## src/rtl/ccff_loader.sv

```systemverilog
// Streams a packed bitstream into a configuration flip-flop chain, MSB first,
// and reassembles the bits returned from the chain tail into readback words.
module ccff_loader #(
  parameter int CHAIN_LEN = 36,
  parameter int DATA_W    = 8
) (
  input  logic                               prog_clk,
  input  logic                               pReset_n,
  input  logic                               start,
  input  logic                               abort,
  input  logic                               din_valid,
  input  logic [DATA_W-1:0]                  din_data,
  output logic                               din_ready,
  output logic                               ccff_head,
  output logic                               ccff_clk_en,
  input  logic                               ccff_tail,
  output logic                               busy,
  output logic                               done,
  output logic [$clog2(CHAIN_LEN+1)-1:0]     bit_count,
  output logic [DATA_W-1:0]                  tail_data,
  output logic                               tail_valid
);

  localparam int CNT_W = $clog2(CHAIN_LEN + 1);
  localparam int REM_W = $clog2(DATA_W + 1);

  typedef enum logic [1:0] {
    S_IDLE,
    S_LOAD,
    S_DONE
  } state_t;

  state_t              state, state_nxt;
  logic [DATA_W-1:0]   bit_buf;
  logic [REM_W-1:0]    rem;
  logic [DATA_W-1:0]   tail_sr;
  logic [REM_W-1:0]    tail_cnt;
  logic                tail_pulse;

  logic                in_load;
  logic                shifting;
  logic                shift_en;
  logic                last_shift;
  logic                accept;
  logic                session_start;
  logic [CNT_W:0]      committed;
  logic [CNT_W:0]      owed;
  logic [REM_W-1:0]    load_rem;
  logic [DATA_W-1:0]   tail_next;
  logic [REM_W-1:0]    tail_fill;
  logic                tail_full;
  logic [DATA_W-1:0]   tail_aligned;

  // Bits already shifted plus bits still sitting in the buffer; anything
  // beyond that up to CHAIN_LEN is still owed by the source.
  assign committed = {1'b0, bit_count} + (CNT_W+1)'(rem);
  assign owed      = (CNT_W+1)'(CHAIN_LEN) - committed;
  assign load_rem  = (owed >= (CNT_W+1)'(DATA_W)) ? REM_W'(DATA_W) : REM_W'(owed);

  assign in_load       = (state == S_LOAD);
  assign shifting      = in_load && (rem != '0);
  assign shift_en      = shifting && !abort;
  assign last_shift    = shifting && (bit_count == CNT_W'(CHAIN_LEN - 1));
  assign session_start = (state == S_IDLE) && start && !abort;

  assign din_ready = in_load && (rem <= REM_W'(1)) && (committed < (CNT_W+1)'(CHAIN_LEN));
  assign accept    = din_valid && din_ready && !abort;

  assign ccff_clk_en = shift_en;
  assign ccff_head   = shifting & bit_buf[DATA_W-1];
  assign busy        = in_load;
  assign done        = (state == S_DONE) && !abort;
  assign tail_valid  = tail_pulse && !abort;

  // Tail assembler: the sample taken this cycle lands in the LSB; a short
  // final word is shifted up so it reads left-justified with zero padding.
  assign tail_next    = {tail_sr[DATA_W-2:0], ccff_tail};
  assign tail_fill    = tail_cnt + REM_W'(1);
  assign tail_full    = (tail_fill == REM_W'(DATA_W));
  assign tail_aligned = tail_next << (REM_W'(DATA_W) - tail_fill);

  always_ff @(posedge prog_clk or negedge pReset_n) begin
    if (!pReset_n) begin
      state <= S_IDLE;
    end else begin
      state <= state_nxt;
    end
  end

  // NOTE: every output of a combinational block is assigned a default first,
  // so no path through the case statement can leave a latch behind.
  always_comb begin
    state_nxt = state;
    case (state)
      S_IDLE: if (start && !abort) state_nxt = S_LOAD;
      S_LOAD: begin
        if (abort)                       state_nxt = S_IDLE;
        else if (shift_en && last_shift) state_nxt = S_DONE;
      end
      S_DONE:  state_nxt = S_IDLE;
      default: state_nxt = S_IDLE;
    endcase
  end

  // NOTE: sequential state uses non-blocking assignments only, so every
  // register samples pre-edge values and the later accept branch can
  // override the shift of the buffer without ordering hazards.
  always_ff @(posedge prog_clk or negedge pReset_n) begin
    if (!pReset_n) begin
      bit_buf    <= '0;
      rem        <= '0;
      bit_count  <= '0;
      tail_sr    <= '0;
      tail_cnt   <= '0;
      tail_data  <= '0;
      tail_pulse <= 1'b0;
    end else begin
      tail_pulse <= 1'b0;

      if (session_start) begin
        bit_buf   <= '0;
        rem       <= '0;
        bit_count <= '0;
        tail_sr   <= '0;
        tail_cnt  <= '0;
      end

      if (shift_en) begin
        bit_count <= bit_count + CNT_W'(1);
        bit_buf   <= bit_buf << 1;
        rem       <= rem - REM_W'(1);
        tail_sr   <= tail_next;
        tail_cnt  <= tail_full ? '0 : tail_fill;
        if (tail_full) begin
          tail_data  <= tail_next;
          tail_pulse <= 1'b1;
        end else if (last_shift) begin
          tail_data  <= tail_aligned;
          tail_pulse <= 1'b1;
        end
      end

      // A new word replaces the buffer on the same edge that shifts out the
      // last old bit. Low bits of a short final word load but are never
      // shifted because rem only covers the owed bits.
      if (accept) begin
        bit_buf <= din_data;
        rem     <= load_rem;
      end
    end
  end

endmodule
```

## config.mk

```make
export PLATFORM = sky130hd
export DESIGN_NAME = ccff_loader
export DESIGN_NICKNAME = d
export VERILOG_FILES = /design/src/rtl/ccff_loader.sv
export SDC_FILE = /design/constraint.sdc
export NUM_CORES = 1
export LEC_CHECK = 0
export ABC_AREA = 1
export ABC_CLOCK_PERIOD_IN_PS = 3100
export CORE_MARGIN = 2
export CORE_UTILIZATION = 30
export CTS_CLUSTER_DIAMETER = 40
export DETAILED_ROUTE_END_ITERATION = 16
export SYNTH_ARGS = -nofsm -noshare
export SYNTH_HDL_FRONTEND = slang
export SYNTH_SLANG_ARGS = --single-unit
```

## constraint.sdc

```tcl
create_clock -name prog_clk -period 3.1 [get_ports prog_clk]
set_input_delay 0.62 -clock prog_clk [delete_from_list [all_inputs] [get_ports prog_clk]]
set_output_delay 0.62 -clock prog_clk [all_outputs]
set_load 0.05 [all_outputs]
```

### Yosys cells after proc, flatten, opt, wreduce, memory -nomap -nowiden

Cells that the tools add are included.

| cells by class | value |
|---|---|
| bitwise gates (word level) | 1 |
| muxes and demuxes | 21 |
| magnitude comparators | 3 |
| add/sub/neg operators | 6 |
| shift operators | 1 |
| equality and inequality tests | 6 |
| reduce and logical (&&, ||, !) cells | 21 |

Operator list:

| kind | number |
|---|---|
| two-way mux 8 bit | 5 |
| two-way mux 4 bit | 6 |
| logical AND 1 bit | 13 |
| two-way mux 6 bit | 2 |
| left shift 8 x 4 -> 8 bit | 1 |
| adder 6 x 4 -> 7 bit | 1 |
| >= comparator 7 x 4 -> 1 bit, second input constant | 1 |
| < comparator 7 x 6 -> 1 bit, second input constant | 1 |
| two-way mux 7 bit | 1 |
| subtractor 6 x 7 -> 7 bit, first input constant | 1 |
| adder 6 x 1 -> 6 bit, second input constant | 1 |
| == test 6 bit, second input constant | 1 |
| two-way mux 2 bit | 3 |
| adder 4 x 1 -> 4 bit, second input constant | 1 |
| == test 4 bit, second input constant | 1 |
| <= comparator 4 x 1 -> 1 bit, second input constant | 1 |
| case mux 2 bit (2 select lines) | 1 |
| AND reduction 2 bit | 2 |
| nonzero test 2 bit | 2 |
| nonzero test 4 bit | 1 |
| subtractor 4 x 1 -> 4 bit, second input constant | 1 |
| subtractor 4 bit, first input constant | 1 |
| two-way mux 1 bit | 3 |
| != test 3 x 2 -> 1 bit, second input constant | 1 |
| other kinds (7) | 7 |

| word-level totals | value |
|---|---|
| logic and storage cells | 67 |
| bits in registers | 40 |
| output and inout bits | 20 |

### Depth between registers and ports, before layout

| logic depth | value |
|---|---|
| depth after elaboration | 7 |
| gate-level depth with buffers | 14 |
| mapped depth without buffers | 13 |

### Worst setup path before layout

No wires, ideal clock.

| path | value |
|---|---|
| kind | register to output |
| start | reg bit_count[0] |
| end | out din_ready |
| arrival | 2.420 ns |
| data required time | 2.480 ns |
| slack | 0.060 ns |
| stages on the path, launching flop included | 10 |
| path through | dfrtp_1 > ha_1 > fa_1 > or2_1 > nand3_1 > nand3_2 > nor2_2 > nor2_1 > nor2_2 > and2_1 |

| on the way | value |
|---|---|
| longest elaborated chain between the ends | 3 |

Ends and longest elaborated chain:

| what | RTL line | source |
|---|---|---|
| start: declaration | 19 | `output logic [$clog2(CHAIN_LEN+1)-1:0] bit_count,` |
| start signal: assignment | 129 | `bit_count <= bit_count + CNT_W'(1);` |
| adder 6 x 4 -> 7 bit | 56 | `assign committed = {1'b0, bit_count} + (CNT_W+1)'(rem);` |
| < comparator 7 x 6 -> 1 bit | 66 | `assign din_ready = in_load && (rem <= REM_W'(1)) && (committed < (CNT_W+1)'(CHAIN_LEN));` |
| logical AND 1 bit | 66 |  |
| end: declaration | 13 | `output logic din_ready,` |

Every way passes these cells.

### Final worst setup path

Ends and elaborated chain as after synthesis.

==> metrics.txt <==
crit path buf inv count 1; cell taking the most area after synthesis dfrtp_1; count of input and output buffers 33; cell family with most CP delay simple AND/OR/NAND/NOR gates; Worst-Margin Slew ~0.90 ns; CTS tree yes; fmax between 0.3 and 0.4 GHz; RSZ-0062 raised after global routing false; worst reg-to-reg setup slack 0.69 ns; Worst Hold Class in -> async; max incr delay on CP 0.40 ns; CORE AREA between 8000 and 9000 sq um; asr flop ratio synth 1.000; vias in the first global route between 2000 and 2500; Final period util 0.9590; Leak Pwr between 0.001 and 0.0015 uW; Num CTS Buffers 5; Avg Cell Area, Syn approximately 7.4 sq um; Synth Cell Area 2601 sq um; Final Hold Fails 0; Peak supply drop approximately 230 uV; placed instance count around 480; root buffer cell clkbuf_8; total wire length about 6000 um; Final GP Congestion around 0.84; XOR/XNOR share of the synthesized area 0.01972; Seq/Total Area, Yosys 0.3848; syn_nets roughly 380; Iter 0 DRT Violations roughly 130; register bit total from synthesis 40; status complete, no violations; Final Util 0.3768; Synth top area share 0.3848; post-synthesis compound-gate area fraction 0.1429; # Max-Cap Violations 0; clk slew on worst S/H paths 0.08 ns; Design Area, Final ~3100 sq um; pin count of the biggest net entering global routing 41; TNS Setup 0 ns; relative slew slack 0.3972; total global routing overflow 0; Critical-path top delay cell dfrtp_1; wire per inst approximately 12 um; DPL Wire Length 4421 um; CP dominant cell by count nor2_2; CP cell instances ha_1 -> fa_2 -> or2_1 -> nand3_1 -> nand3_2 -> nor2_2 -> nor2_1 -> nor2_2 -> and2_4 -> buf_12; share of layout cells above drive strength 1 0.09067; Crit Path Class reg -> out; H-tree depth 2; Synth area leaders dfrtp_1, nand2_1, nand3_1; Total GRT Usage 0.1331; Area after DPL roughly 3000 sq um; fin crit period slightly below 3 ns; post-route DRC violation count 0; Layout area overhead 20.20%; die width just under 100 um; maximum clock path buffer count 2; Final ANT Viol Nets 0; CP Data Required Time about 2.5 ns; Pre-Repair DR Iteration Count 4; Final #Nets slightly above 400; Inserted Diodes 0; Top-Level Pins 34; Post-Synth Simple-Gate Area 0.3006; largest family of logic cells by synthesized area simple AND/OR/NAND/NOR gates; antenna violations before repair 0; final std cells w/o fill between 400 and 500; Sink Count 40; EDFF count, synth 0; DR vias 2359; Worst EP arrival 2.35 ns; post-synthesis adder-cell area fraction 0.05580; multiplexer share of the synthesized area 0; commonest non-fill, non-tap cell in the layout nand2_1; cell count after synthesis 352; Yosys cell types 41; final count of pins violating max slew 0; # setup viols final 0; Yosys warning total 0; Initial Utilization 0.3134; chip height about 100 um; Rows 33; CP startpoint kind flop; worst reg2reg endpoint rem[3]; power per standard cell area between 600 and 700 nW/um^2; RR Startpoint bit_count[0]; Main synth FF type dfrtp_1; peak fanout along the critical path 3; clk_lat worst skew between 0.2 and 0.3 ns; R2R cell count 12; die area 9431 sq um; crit end category output pin; most frequent cells in the layout nand2_1, inv_1, nand3_1; first-pass GRT wire length roughly 11000 um; routed vias/inst about 4.8; clk_skew around 0.0039 ns
[layer usage]
| layer | wire length (um) | up-vias | global-route usage | share of wire |
|---|---|---|---|---|
| li1 | - | 1230 | - | - |
| met1 | 2996 | 1082 | 0.1797 | 0.50 |
| met2 | 2699 | 41 | 0.2147 | 0.45 |
| met3 | 218 | 6 | 0.02518 | 0.036 |
| met4 | 104 | 0 | 0.04442 | 0.017 |
| met5 | 0 | - | 0 | 0 |
[worst max path at each step]
stage | startpoint | slack, ns | end | depth (start not counted)
after global placement | bit_count[0] | 0.36 | din_ready | 10
after CTS | bit_count[0] | 0.04 | din_ready | 10
after detailed placement | bit_count[0] | 0.31 | din_ready | 10
after global routing | bit_count[0] | 0.001 | din_ready | 10
final | bit_count[0] | 0.13 | din_ready | 10
after floorplan | bit_count[0] | 0.06 | din_ready | 9
[through the flow]
stage	power, uW	hold slack [ns]	setup slack [ns]
after CTS	2137	0.4888	0.03842
final	2130	0.4545	0.1270
after global placement	1764	0.4909	0.3606
after global routing	2330	0.5229	0.001274
after detailed placement	1775	0.4935	0.3126
after floorplan	1525	0.3244	0.05955
[sequential cells by signal, summed over array words and instances, names as in the netlist]
name and cells:
bit_buf 8, bit_count 6, tail_sr 7, tail_cnt 4, state 2, tail_pulse 1
rem 4, tail_data 8
[layout make-up]
| cell class | count | area [sq um] |
|---|---|---|
| fillers | 876 | 5172 |
| flip-flops and latches | 40 | 1001 |
| multi-input cells | 254 | 1355 |
| clock buffers | 5 | 68.82 |
| repair buffers | 39 | 385.4 |
| well taps | 105 | 131.4 |
| clock inverters | 2 | 12.51 |
| inverters | 46 | 172.7 |
[kinds of logic (layout without fill, tap and decap cells)]
kind of cell,count (synthesis),in the layout
compound gates,62,62
xor+xnor,5,5
fa+ha+maj,11,11
buf+inv,58,92
flops,40,40
simple gates,176,176
[report_power, final]
| part | internal, uW | switching (uW) | leakage [uW] | total, uW |
|---|---|---|---|---|
| Combinational | 400 | 671 | 0.000896 | 1070 |
| Sequential | 620 | 102 | 0.000540 | 722 |
| Clock | 153 | 184 | 0.0000400 | 336 |
[synth_stat cells (2+ instances only)]
cell type	number
inv_2	2
nand2_1	83
and2_1	2
nand2_2	3
a31oi_1	7
nor4_1	2
inv_1	43
nor3_1	7
nor2_2	2
o21ai_0	17
dfrtp_1	40
clkbuf_1	3
buf_6	3
o32ai_1	2
nand3_2	2
ha_1	10
o22ai_1	10
or2_1	2
o21ai_1	8
nor2_1	27
xor2_1	3
nand3_1	41
a21oi_1	11
buf_2	5
[timing repair]
item                       CTS  global route
gates resized for setup      0             2
setup endpoints to repair    1             1
buffers inserted             2             0
hold buffers                 0             0
Note: power is estimated with default switching activity, not from simulation.
==> RTL change (same flow settings) <==
The parameter `CHAIN_LEN` goes from 36 to 54.
--- a/src/rtl/ccff_loader.sv
+++ b/src/rtl/ccff_loader.sv
@@ -2,5 +2,5 @@
 // and reassembles the bits returned from the chain tail into readback words.
 module ccff_loader #(
-  parameter int CHAIN_LEN = 36,
+  parameter int CHAIN_LEN = 54,
   parameter int DATA_W    = 8
 ) (
Function: no difference found for any inputs over 10 cycles, from zero or initial values and one cycle with pReset_n low; that may be too few to reach the edited logic, so the function may still have changed.
==> RTL change against the unedited design <==
  * Wire length is 1.4% higher
  * Sequential share of layout area shrank 0.47 points
  * Highest routed layer unchanged
  * Sequential cell count is the same
  * Non-clock buffer count is 3 lower
  * First-iteration DRC count down 9.8%
  * Sequential power rose by 5.1%
  * Area after synthesis up 2.2%
  * Largest power group unchanged
  * Die area up 2.1%
  * Critical endpoint unchanged
  * Design area increased by 1.6%
  * Cell count is 0.61% higher
  * Total power increased by 5.7%
  * Setup slack better by 0.058 ns
==> RTL change: results (changes against the unedited design) <==
Status - finished, final reports clean
Iteration-0 DRC Markers - 119 (-9.8%)
Top Registers - bit_buf: 8 flops, tail_data: 8 flops, tail_sr: 7 flops
Input/output buffers - 33 (unchanged)
Number of distinct library cells after synthesis - 40 (-2.4%)
Hpwl dp - 4.59 mm (+3.8%)
Max IR drop VDD - 0.000223 V (-4.1%)
Post-Syn Instances - 352 (unchanged)
Filler instances - 911 (+4.0%)
Clock-pin slew on the worst setup and hold paths - 0.08 ns (about the same)
Via density - 4.71 (-2.0%)
Clock Latency Late Sink - 0.29 ns (about the same)
Total GRT Usage - 13.1% (-0.23 points)
Final Setup Violations - 0 (unchanged)
Ant. Diodes - 0 (unchanged)
Worst EP arrival - 2.30 ns (-0.05 ns)
Layout cell share with drive strength beyond 1 - 11.1% (+2.1 points)
Leak - 1.51 nW (+2.4%)
H-Tree Depth - 2 (unchanged)
Final RePlAce weighted congestion - 0.848 (+0.62%)
Min-Delay Path Class - input pin to asynchronous set/reset pin
Wirelength per Cell - 12.4 um (+0.75%)
Clock skew - 0.00806 ns (+0.00416 ns)
Top_reg_cell synth - dfrtp_1
DR pass1 iterations - 4 (unchanged)
Vias in the first global route - 2241 (-2.9%)
Asr flop ratio synth - 100% (unchanged)
Via count - 2325 (-1.4%)
Critical path peak fanout - 5 (+2)
Syn_nets - 379 (+0.53%)
Nets - 413 (+0.49%)
Total CTS buffers - 5 (unchanged)
Initial antenna violation count - 0 (unchanged)
Synth area leaders - dfrtp_1 38%, nand2_1 14%, ha_1 5.6%
Placed cells - 485 (+0.62%)
Seq/Total Area, Yosys - 37.7% (-0.82 points)
Global-route wire length before repair - 10.4 mm (-1.6%)
YS warnings - 0 (unchanged)
Max clock buf depth - 2 (unchanged)
Max-slew headroom - 39.2% (-0.48 points)
Pin count of the biggest net entering global routing - 41 (unchanged)
Root Buffer - clkbuf_8
Post-synth top cells - 101 x nand2_1, 40 x dfrtp_1, 38 x inv_1
==> RTL change: changes by cell type in the layout (fill, tap and decap cells not counted), sizes merged, moves of 4 or more <==
| cell | unedited run | this run |
|---|---|---|
| nand2 | 86 | 105 |
| o21ai | 25 | 32 |
| a31oi | 7 | 2 |
| buf | 11 | 7 |
| a21oi | 13 | 18 |
| nand3 | 43 | 28 |
| nor3 | 8 | 3 |
==> RTL change: routing by layer <==
metal  GRT usage (%)  wire length, um
met5               0                0
met1            16.6             2840
met3            2.00              136
met2            22.2             3040
met4            5.45               81
==> RTL change: path summary, 6_finish.rpt <==
kind / to / startpoint / slack, ns / depth (start not counted)
min: tail_data[0]$_DFFE_PN0P_ / pReset_n / 0.45 / 1
max in group asynchronous: bit_count[0]$_DFFE_PN0P_ / pReset_n / 2.01 / 1
max: din_ready / rem[0]$_DFFE_PN0P_ / 0.18 / 10
max reg2reg: bit_buf[1]$_DFFE_PN0P_ / rem[0]$_DFFE_PN0P_ / 0.63 / 12
min reg2reg: bit_buf[2]$_DFFE_PN0P_ / bit_buf[2]$_DFFE_PN0P_ / 0.48 / 2
min in group prog_clk: bit_buf[2]$_DFFE_PN0P_ / bit_buf[2]$_DFFE_PN0P_ / 0.48 / 2
==> RTL change: through the flow <==
step | util (%) | instance area, sq um | setup slack, ns
5_1_grt | 36.8 | 3180 | 0.00421
2_1_floorplan | - | 2660 | 0.243
3_5_place_dp | 35.6 | 3080 | 0.437
6_report | 36.8 | 3180 | 0.185
3_3_place_gp | 35.6 | 3080 | 0.469
4_1_cts | 36.6 | 3160 | 0.128
==> RTL change: final cells by class <==
type	count	area [sq um]	area share (%)
well taps	108	135	4.25
multi-input cells	257	1420	44.6
flip-flops and latches	40	1000	31.5
clock buffers	5	68.8	2.17
clock inverters	2	12.5	0.394
inverters	46	175	5.51
repair buffers	36	365	11.5
==> RTL change: critical path: stages (launching register included) <==
cell	delay (ns)
dfrtp_1	0.43
ha_1	0.25
fa_2	0.37
nand2_1	0.10
nand3_1	0.07
nand3_1	0.09
nor2_1	0.09
nor3_2	0.28
nand2_1	0.09
inv_1	0.09
buf_12	0.14
==> RTL change: logic make-up after synthesis <==
logic type / after synthesis / share of synthesized area [%]
AO/OA/AOI/OAI: 67 / 14.4
adder cells (fa/ha/maj): 13 / 6.40
AND/OR/NAND/NOR: 171 / 29.5
flip-flops: 40 / 37.7
XOR/XNOR: 6 / 2.97
buffers and inverters: 55 / 9.09
==> RTL change: repair_timing <==
action                                  in CTS  in global routing
setup buffers                                0                  2
resized for setup                            0                  2
endpoints found under the setup margin       0                  1
==> RTL change: report_power, final <==
| part | switching [W] | internal, W |
|---|---|---|
| Clock | 0.000183 | 0.000153 |
| Combinational | 0.000723 | 0.000433 |
| Sequential | 0.000131 | 0.000628 |
